## src/rtl/muldiv_unit.sv

```systemverilog
// muldiv_unit: iterative RV64M multiply/divide unit for the execute stage.
// Handles MUL, DIV, DIVU, REM, REMU and their W (32-bit) variants. Multiply
// is radix-2 shift-add and divide is restoring, one bit per cycle. One op is
// in flight at a time; the op can be aborted by flush_i or reset.
//
// Ports:
//   clk       clock
//   reset     synchronous active-high reset
//   valid_i   start request; f3_i/word_i/a_i/b_i valid this cycle
//   ready_o   unit idle and able to accept
//   flush_i   abort the in-flight op; also blocks an accept in idle
//   f3_i      funct3: 000 MUL, 100 DIV, 101 DIVU, 110 REM, 111 REMU
//   word_i    W variant: 32-bit op with sign-extended result
//   a_i, b_i  rs1 / rs2 operands
//   done_o    one-cycle pulse; result_o valid this cycle
//   result_o  result, held from done until the next op completes or reset
module muldiv_unit #(
  parameter int unsigned XLEN = 64
) (
  input  logic            clk,
  input  logic            reset,
  input  logic            valid_i,
  output logic            ready_o,
  input  logic            flush_i,
  input  logic [2:0]      f3_i,
  input  logic            word_i,
  input  logic [XLEN-1:0] a_i,
  input  logic [XLEN-1:0] b_i,
  output logic            done_o,
  output logic [XLEN-1:0] result_o
);

  localparam int unsigned HALF = XLEN / 2;
  localparam int unsigned CW   = $clog2(XLEN) + 1;

  localparam logic [XLEN-1:0] MinFull = {1'b1, {(XLEN-1){1'b0}}};
  localparam logic [HALF-1:0] MinHalf = {1'b1, {(HALF-1){1'b0}}};

  typedef enum logic [1:0] {StIdle, StRun, StDone} state_e;

  function automatic logic [XLEN-1:0] sext_half(input logic [XLEN-1:0] x);
    return {{HALF{x[HALF-1]}}, x[HALF-1:0]};
  endfunction

  state_e          r_state;
  state_e          w_state_nx;
  logic [2:0]      r_f3;
  logic            r_word;
  logic [CW-1:0]   r_cnt;
  // MUL: r_acc = partial product, r_opa = shifted multiplicand, r_opb = multiplier.
  // DIV: r_acc = partial remainder, r_opa = dividend bits out / quotient bits in,
  //      r_opb = divisor magnitude.
  logic [XLEN-1:0] r_acc;
  logic [XLEN-1:0] r_opa;
  logic [XLEN-1:0] r_opb;
  logic            r_neg_q;
  logic            r_neg_r;
  logic [XLEN-1:0] r_result;

  // Accept-time decode
  logic            w_accept;
  logic            w_is_div;
  logic            w_unsup;
  logic            w_signed;
  logic [XLEN-1:0] w_a_ext;
  logic [XLEN-1:0] w_b_ext;
  logic            w_a_neg;
  logic            w_b_neg;
  logic [XLEN-1:0] w_a_mag;
  logic [XLEN-1:0] w_b_mag;
  logic            w_div_zero;
  logic            w_ovf;
  logic            w_special;
  logic [XLEN-1:0] w_special_raw;
  logic [XLEN-1:0] w_special_res;

  // Iteration datapath
  logic [XLEN-1:0] w_mul_acc;
  logic [XLEN:0]   w_trial;
  logic [XLEN:0]   w_diff;
  logic            w_q_bit;
  logic [XLEN-1:0] w_rem_nx;
  logic [XLEN-1:0] w_quo_nx;
  logic [XLEN-1:0] w_quo_fix;
  logic [XLEN-1:0] w_rem_fix;
  logic [XLEN-1:0] w_run_raw;
  logic [XLEN-1:0] w_run_res;
  logic            w_last;

  always_comb begin
    w_accept = (r_state == StIdle) && valid_i && !flush_i;
    w_is_div = f3_i[2];
    w_unsup  = !f3_i[2] && (f3_i[1:0] != 2'b00);
    w_signed = !f3_i[0];

    if (word_i) begin
      w_a_ext = w_signed ? sext_half(a_i) : {{HALF{1'b0}}, a_i[HALF-1:0]};
      w_b_ext = w_signed ? sext_half(b_i) : {{HALF{1'b0}}, b_i[HALF-1:0]};
    end else begin
      w_a_ext = a_i;
      w_b_ext = b_i;
    end

    w_a_neg = w_is_div && w_signed && w_a_ext[XLEN-1];
    w_b_neg = w_is_div && w_signed && w_b_ext[XLEN-1];
    w_a_mag = w_a_neg ? -w_a_ext : w_a_ext;
    w_b_mag = w_b_neg ? -w_b_ext : w_b_ext;

    w_div_zero = w_is_div && (w_b_ext == '0);
    if (word_i) begin
      w_ovf = w_is_div && w_signed && (a_i[HALF-1:0] == MinHalf) && (b_i[HALF-1:0] == '1);
    end else begin
      w_ovf = w_is_div && w_signed && (a_i == MinFull) && (b_i == '1);
    end
    w_special = w_unsup || w_div_zero || w_ovf;

    // Raw 64-bit result for the no-iteration cases; W ops sign-extend bit 31.
    w_special_raw = '0;
    if (w_div_zero) begin
      w_special_raw = f3_i[1] ? a_i : '1;
    end else if (w_ovf) begin
      w_special_raw = f3_i[1] ? '0 : a_i;
    end
    w_special_res = word_i ? sext_half(w_special_raw) : w_special_raw;
  end

  always_comb begin
    w_mul_acc = r_acc + (r_opb[0] ? r_opa : '0);

    w_trial  = {r_acc, r_opa[XLEN-1]};
    w_diff   = w_trial - {1'b0, r_opb};
    w_q_bit  = !w_diff[XLEN];
    w_rem_nx = w_q_bit ? w_diff[XLEN-1:0] : w_trial[XLEN-1:0];
    w_quo_nx = {r_opa[XLEN-2:0], w_q_bit};

    w_quo_fix = r_neg_q ? -w_quo_nx : w_quo_nx;
    w_rem_fix = r_neg_r ? -w_rem_nx : w_rem_nx;

    if (r_f3[2]) begin
      w_run_raw = r_f3[1] ? w_rem_fix : w_quo_fix;
    end else begin
      w_run_raw = w_mul_acc;
    end
    w_run_res = r_word ? sext_half(w_run_raw) : w_run_raw;

    w_last = (r_cnt == CW'(1));
  end

  // FSM state register
  always_ff @(posedge clk) begin
    if (reset) begin
      r_state <= StIdle;
    end else begin
      r_state <= w_state_nx;
    end
  end

  // FSM next state and outputs
  always_comb begin
    w_state_nx = r_state;
    ready_o    = 1'b0;
    done_o     = 1'b0;
    unique case (r_state)
      StIdle: begin
        ready_o = 1'b1;
        if (w_accept) begin
          w_state_nx = w_special ? StDone : StRun;
        end
      end
      StRun: begin
        if (flush_i) begin
          w_state_nx = StIdle;
        end else if (w_last) begin
          w_state_nx = StDone;
        end
      end
      StDone: begin
        done_o     = 1'b1;
        w_state_nx = StIdle;
      end
      default: w_state_nx = StIdle;
    endcase
  end

  // Datapath registers
  always_ff @(posedge clk) begin
    if (reset) begin
      r_f3     <= '0;
      r_word   <= 1'b0;
      r_cnt    <= '0;
      r_acc    <= '0;
      r_opa    <= '0;
      r_opb    <= '0;
      r_neg_q  <= 1'b0;
      r_neg_r  <= 1'b0;
      r_result <= '0;
    end else if (w_accept) begin
      r_f3   <= f3_i;
      r_word <= word_i;
      r_cnt  <= word_i ? CW'(HALF) : CW'(XLEN);
      r_acc  <= '0;
      if (w_is_div) begin
        // W dividends sit in the upper half so the MSB is always shifted out first.
        r_opa   <= word_i ? {w_a_mag[HALF-1:0], {HALF{1'b0}}} : w_a_mag;
        r_opb   <= w_b_mag;
        r_neg_q <= w_a_neg ^ w_b_neg;
        r_neg_r <= w_a_neg;
      end else begin
        r_opa   <= a_i;
        r_opb   <= b_i;
        r_neg_q <= 1'b0;
        r_neg_r <= 1'b0;
      end
      if (w_special) begin
        r_result <= w_special_res;
      end
    end else if ((r_state == StRun) && !flush_i) begin
      if (r_f3[2]) begin
        r_acc <= w_rem_nx;
        r_opa <= w_quo_nx;
      end else begin
        r_acc <= w_mul_acc;
        r_opa <= r_opa << 1;
        r_opb <= r_opb >> 1;
      end
      r_cnt <= r_cnt - CW'(1);
      if (w_last) begin
        r_result <= w_run_res;
      end
    end
  end

  assign result_o = r_result;

endmodule
```

## config.mk

```make
export PLATFORM = sky130hd
export DESIGN_NAME = muldiv_unit
export DESIGN_NICKNAME = d
export VERILOG_FILES = /design/src/rtl/muldiv_unit.sv
export SDC_FILE = /design/constraint.sdc
export NUM_CORES = 2
export LEC_CHECK = 0
export CAP_MARGIN = 20
export CORE_ASPECT_RATIO = 0.75
export CORE_UTILIZATION = 35
export DETAILED_ROUTE_END_ITERATION = 7
export MAX_ROUTING_LAYER = met4
export PLACE_DENSITY = 0.59
export SYNTH_ARGS = -nofsm -noshare
export SYNTH_HDL_FRONTEND = slang
export SYNTH_SLANG_ARGS = --single-unit
```

## constraint.sdc

```tcl
create_clock -name clk -period 13.6 [get_ports clk]
set_clock_uncertainty 0.2 [all_clocks]
set_input_delay 1.36 -clock clk [delete_from_list [all_inputs] [get_ports clk]]
set_output_delay 1.36 -clock clk [all_outputs]
set_load 0.005 [all_outputs]
```

==> metrics.yaml <==
run_status: "finished clean"
dr.pass1.iters: 8
synthCells: 4494
yosys.area_share.simple_pct: 25.4
critical-path-top-delay-family: "compound AO/OA/AOI/OAI gates"
min_path_cells: 2
antenna_found_initial: 9
cts_made_buffers: 34
root_buffer: "clkbuf_16"
dieArea_mm2: 0.0886
fin_setup_tns_ns: 0
io_buffers: 201
top_usage_layer: "met2"
num_rows: 93
synthesis.nets: 4767
fin_crit_ns: 7.87
ant_nets: 0
hold_buffers: 0
max_freq_mhz: 127
utilization_pct: 39.9
critPathArrivalTime_ns: 8.13
irDropWorstVdd_v: 0.0000781
wl_per_cell_um: 26.5
cpMostUsedCell: "buf_4"
synth_xor_area_share_pct: 7.53
grt_pass1_wl_um: 216000
yosys.cell_count.top_type: "nor2_1"
synth_commonest_cells: "nor2_1 (518), nand2_1 (492), a21oi_1 (435), o21ai_0 (353), dfxtp_1 (270)"
clock_power_share_pct: 31.2
ys_types: 103
fin_cells: 5632
hpwlAfterDp_um: 117000
post-route-period-util_pct: 57.9
dieWidth_um: 343
yosys.area.top_type: "dfxtp_1"
crit_buf_inv: 6
setup_viol: 0
synth_top_family_by_area: "compound AO/OA/AOI/OAI gates"
power_density_mw_per_mm2: 94.9
use_met3_pct: 10.3
cap_violations: 0
p_sw_share_pct: 43.3
async_flop_share_pct: 0
drive_gt1_share_pct: 4.70
p_sw_mw: 1.42
reg2regPathDepth: 26
synth.avg_cell_area_um2: 6.80
vias: 36244
postCtsSetupBuffers: 0
synth-seq-cells: 270
worstMarginPinSlew_ns: 1.20
syn2layout_area_growth_pct: 12.6
slew_headroom_pct: 19.5
synth_area_mm2: 0.0306
routed_via_density: 6.44
ys_warn_count: 0
place_congestion: 1.05
cp.required_ns: 13.85
htreeDepth: 2
hold_start: "result_o[58]"
hold_end: "result_o[58]"
die_h_um: 258
synthAdderAreaFrac_pct: 5.65
drtIter0Drc: 4677
core_mm2: 0.0862
maxSlewViolCount: 0
synth_top_area_share_pct: 17.7
crit_path_top_delay_cell: "a31oi_2"
grt_util_met2_pct: 45.8
wirelength_um: 149000
grt_usage_pct: 33.2
regToRegSetupSlack_ns: 5.73
clk_latency_ns: 0.60
yosys-top-cells-area: "dfxtp_1 (18%), a21oi_1 (7.1%), nor2_1 (6.4%)"
cts.path.max_buffers: 3
rr_startpoint: "r_opb[0]"
ioPinCount: 202
synthMuxAreaShare_pct: 2.31
ctsResizeCount: 0
cts.clk_slew.worst_paths_ns: 0.06
cts_tree: "yes"
grtUsageMet1_pct: 45.5
start_util_pct: 35.5
overflow: 0
drc: 0
finalHoldViolCount: 0
crit_type: "reg -> reg"
synthFlopType: "dfxtp_1"
first_global_vias: 32078
grt_max_degree: 108
worst_setup_path_end_kind: "flop"
min_path_type: "reg -> reg"
cts_sinks: 270
seq_power_share_pct: 27.0
ys_seq_area_share_pct: 17.7
combPwrFrac_pct: 41.9
max_stage_delay_ns: 0.55
holdWs_ns: 0.272
p_leak_nw: 12.7
cp-start-kind: "flop"
fin_nets: 4737
place_inst: 5565
synth_compound_area_share_pct: 35.6
synth-edff-count: 0
internal_power_mw: 1.85
timing.rr.end: "result_o[62]"
path_max_fanout: 66
rsz0062_at_grt: "false"
cell type report:
| type | instances | area [um2] |
|---|---|---|
| clock inverters | 15 | 240 |
| flip-flops and latches | 270 | 5410 |
| inverters | 133 | 499 |
| well taps | 1140 | 1430 |
| diodes | 4 | 10.0 |
| clock buffers | 45 | 943 |
| repair buffers | 260 | 2450 |
| fillers | 9165 | 51800 |
| multi-input cells | 3765 | 23400 |
how the worst max path moves through the flow:
stage              start           end  slack [ns]  cells after the start
3_5_place_dp    r_opb[0]  result_o[62]        6.03                     26
5_1_grt         r_opb[0]  result_o[62]        5.38                     26
4_1_cts         r_opb[0]  result_o[62]        5.98                     26
3_3_place_gp    r_opb[0]  result_o[62]        6.14                     26
2_1_floorplan  r_opa[63]  result_o[38]        7.60                     26
6_report        r_opb[0]  result_o[62]        5.73                     26
registers in the layout (all words and copies together), names as in the netlist:
signal    cells
r_state       2
result_o     64
r_neg_q       1
r_neg_r       1
r_cnt         7
r_acc        64
r_opa        64
r_opb        64
r_word        1
r_f3          2
logic make-up after synthesis:
| logic type | after synthesis |
|---|---|
| and+or+nand+nor | 1651 |
| adders and majority gates | 137 |
| xor gates and xnor gates | 263 |
| muxes | 69 |
| buffers and inverters | 459 |
| AOI/OAI and AO/OA | 1645 |
| DFF | 270 |
power by group through the flow:
stage | combinational (mW) | clock, mW | sequential (mW)
2_1_floorplan | 0.858 | 0 | 0.872
3_3_place_gp | 1.31 | 0 | 0.895
3_5_place_dp | 1.31 | 0 | 0.896
4_1_cts | 1.31 | 1.02 | 0.879
5_1_grt | 1.45 | 1.05 | 0.883
6_report | 1.37 | 1.02 | 0.880
placed cells by master, fill, tap and decap left out, types with 21 or more instances in the layout:
master | netlist | layout
buf_4 | 3 | 56
o31ai_1 | 60 | 60
o21a_1 | 40 | 40
a31oi_1 | 48 | 48
a21oi_1 | 435 | 431
and2_1 | 86 | 85
nand4_1 | 62 | 62
a211oi_1 | 169 | 169
nor3_1 | 124 | 123
clkbuf_16 | 0 | 35
a21o_1 | 79 | 78
clkdlybuf4s50_1 | 0 | 198
xor2_1 | 120 | 120
o21bai_1 | 23 | 23
o41ai_1 | 34 | 34
nand3_1 | 57 | 57
and3_1 | 34 | 34
or4_1 | 23 | 23
o211ai_1 | 51 | 51
o21ai_0 | 353 | 352
a2111oi_0 | 31 | 31
a311oi_1 | 88 | 88
o221ai_1 | 21 | 21
nand2b_1 | 31 | 31
inv_1 | 130 | 129
dfxtp_1 | 270 | 266
nor2_1 | 518 | 515
ha_1 | 135 | 135
or2_2 | 23 | 23
or3_1 | 69 | 69
nand2_1 | 492 | 491
mux2i_1 | 57 | 57
xnor2_1 | 143 | 143
nor4_1 | 56 | 56
stage by stage:
stage | total power [mW] | area [um2] | setup slack (ns)
final | 3.27 | 34400 | 5.73
after global routing | 3.39 | 34400 | 5.38
after detailed placement | 2.20 | 33200 | 6.03
after global placement | 2.20 | 33200 | 6.14
after CTS | 3.21 | 34400 | 5.98
after floorplan | 1.73 | 30600 | 7.60
worst register-to-register path: stages (launching register included):
cell and delay [ns]:
dfxtp_1 0.30, buf_4 0.28, ha_1 0.31, fa_1 0.41, nor2b_1 0.26, o31ai_2 0.15, a21boi_0 0.36, o21ai_0 0.25
a31oi_2 0.55, a22o_1 0.21, buf_4 0.35, nor2_4 0.09, buf_4 0.28, inv_2 0.54, o21ai_0 0.33, inv_1 0.12
ha_1 0.28, inv_1 0.14, nor2_1 0.14, nand2_1 0.11, o32ai_4 0.50, nand4_4 0.32, or3_1 0.43, or3_1 0.40
mux2i_1 0.13, a211oi_1 0.24, nor3_1 0.08
routing by layer:
layer  part of all wire (%)  wire [um]
met5                      0          0
met4                    3.5       5170
met3                     12      18400
met2                     41      60600
met1                     44      65000
Note: power is estimated with default switching activity, not from simulation.
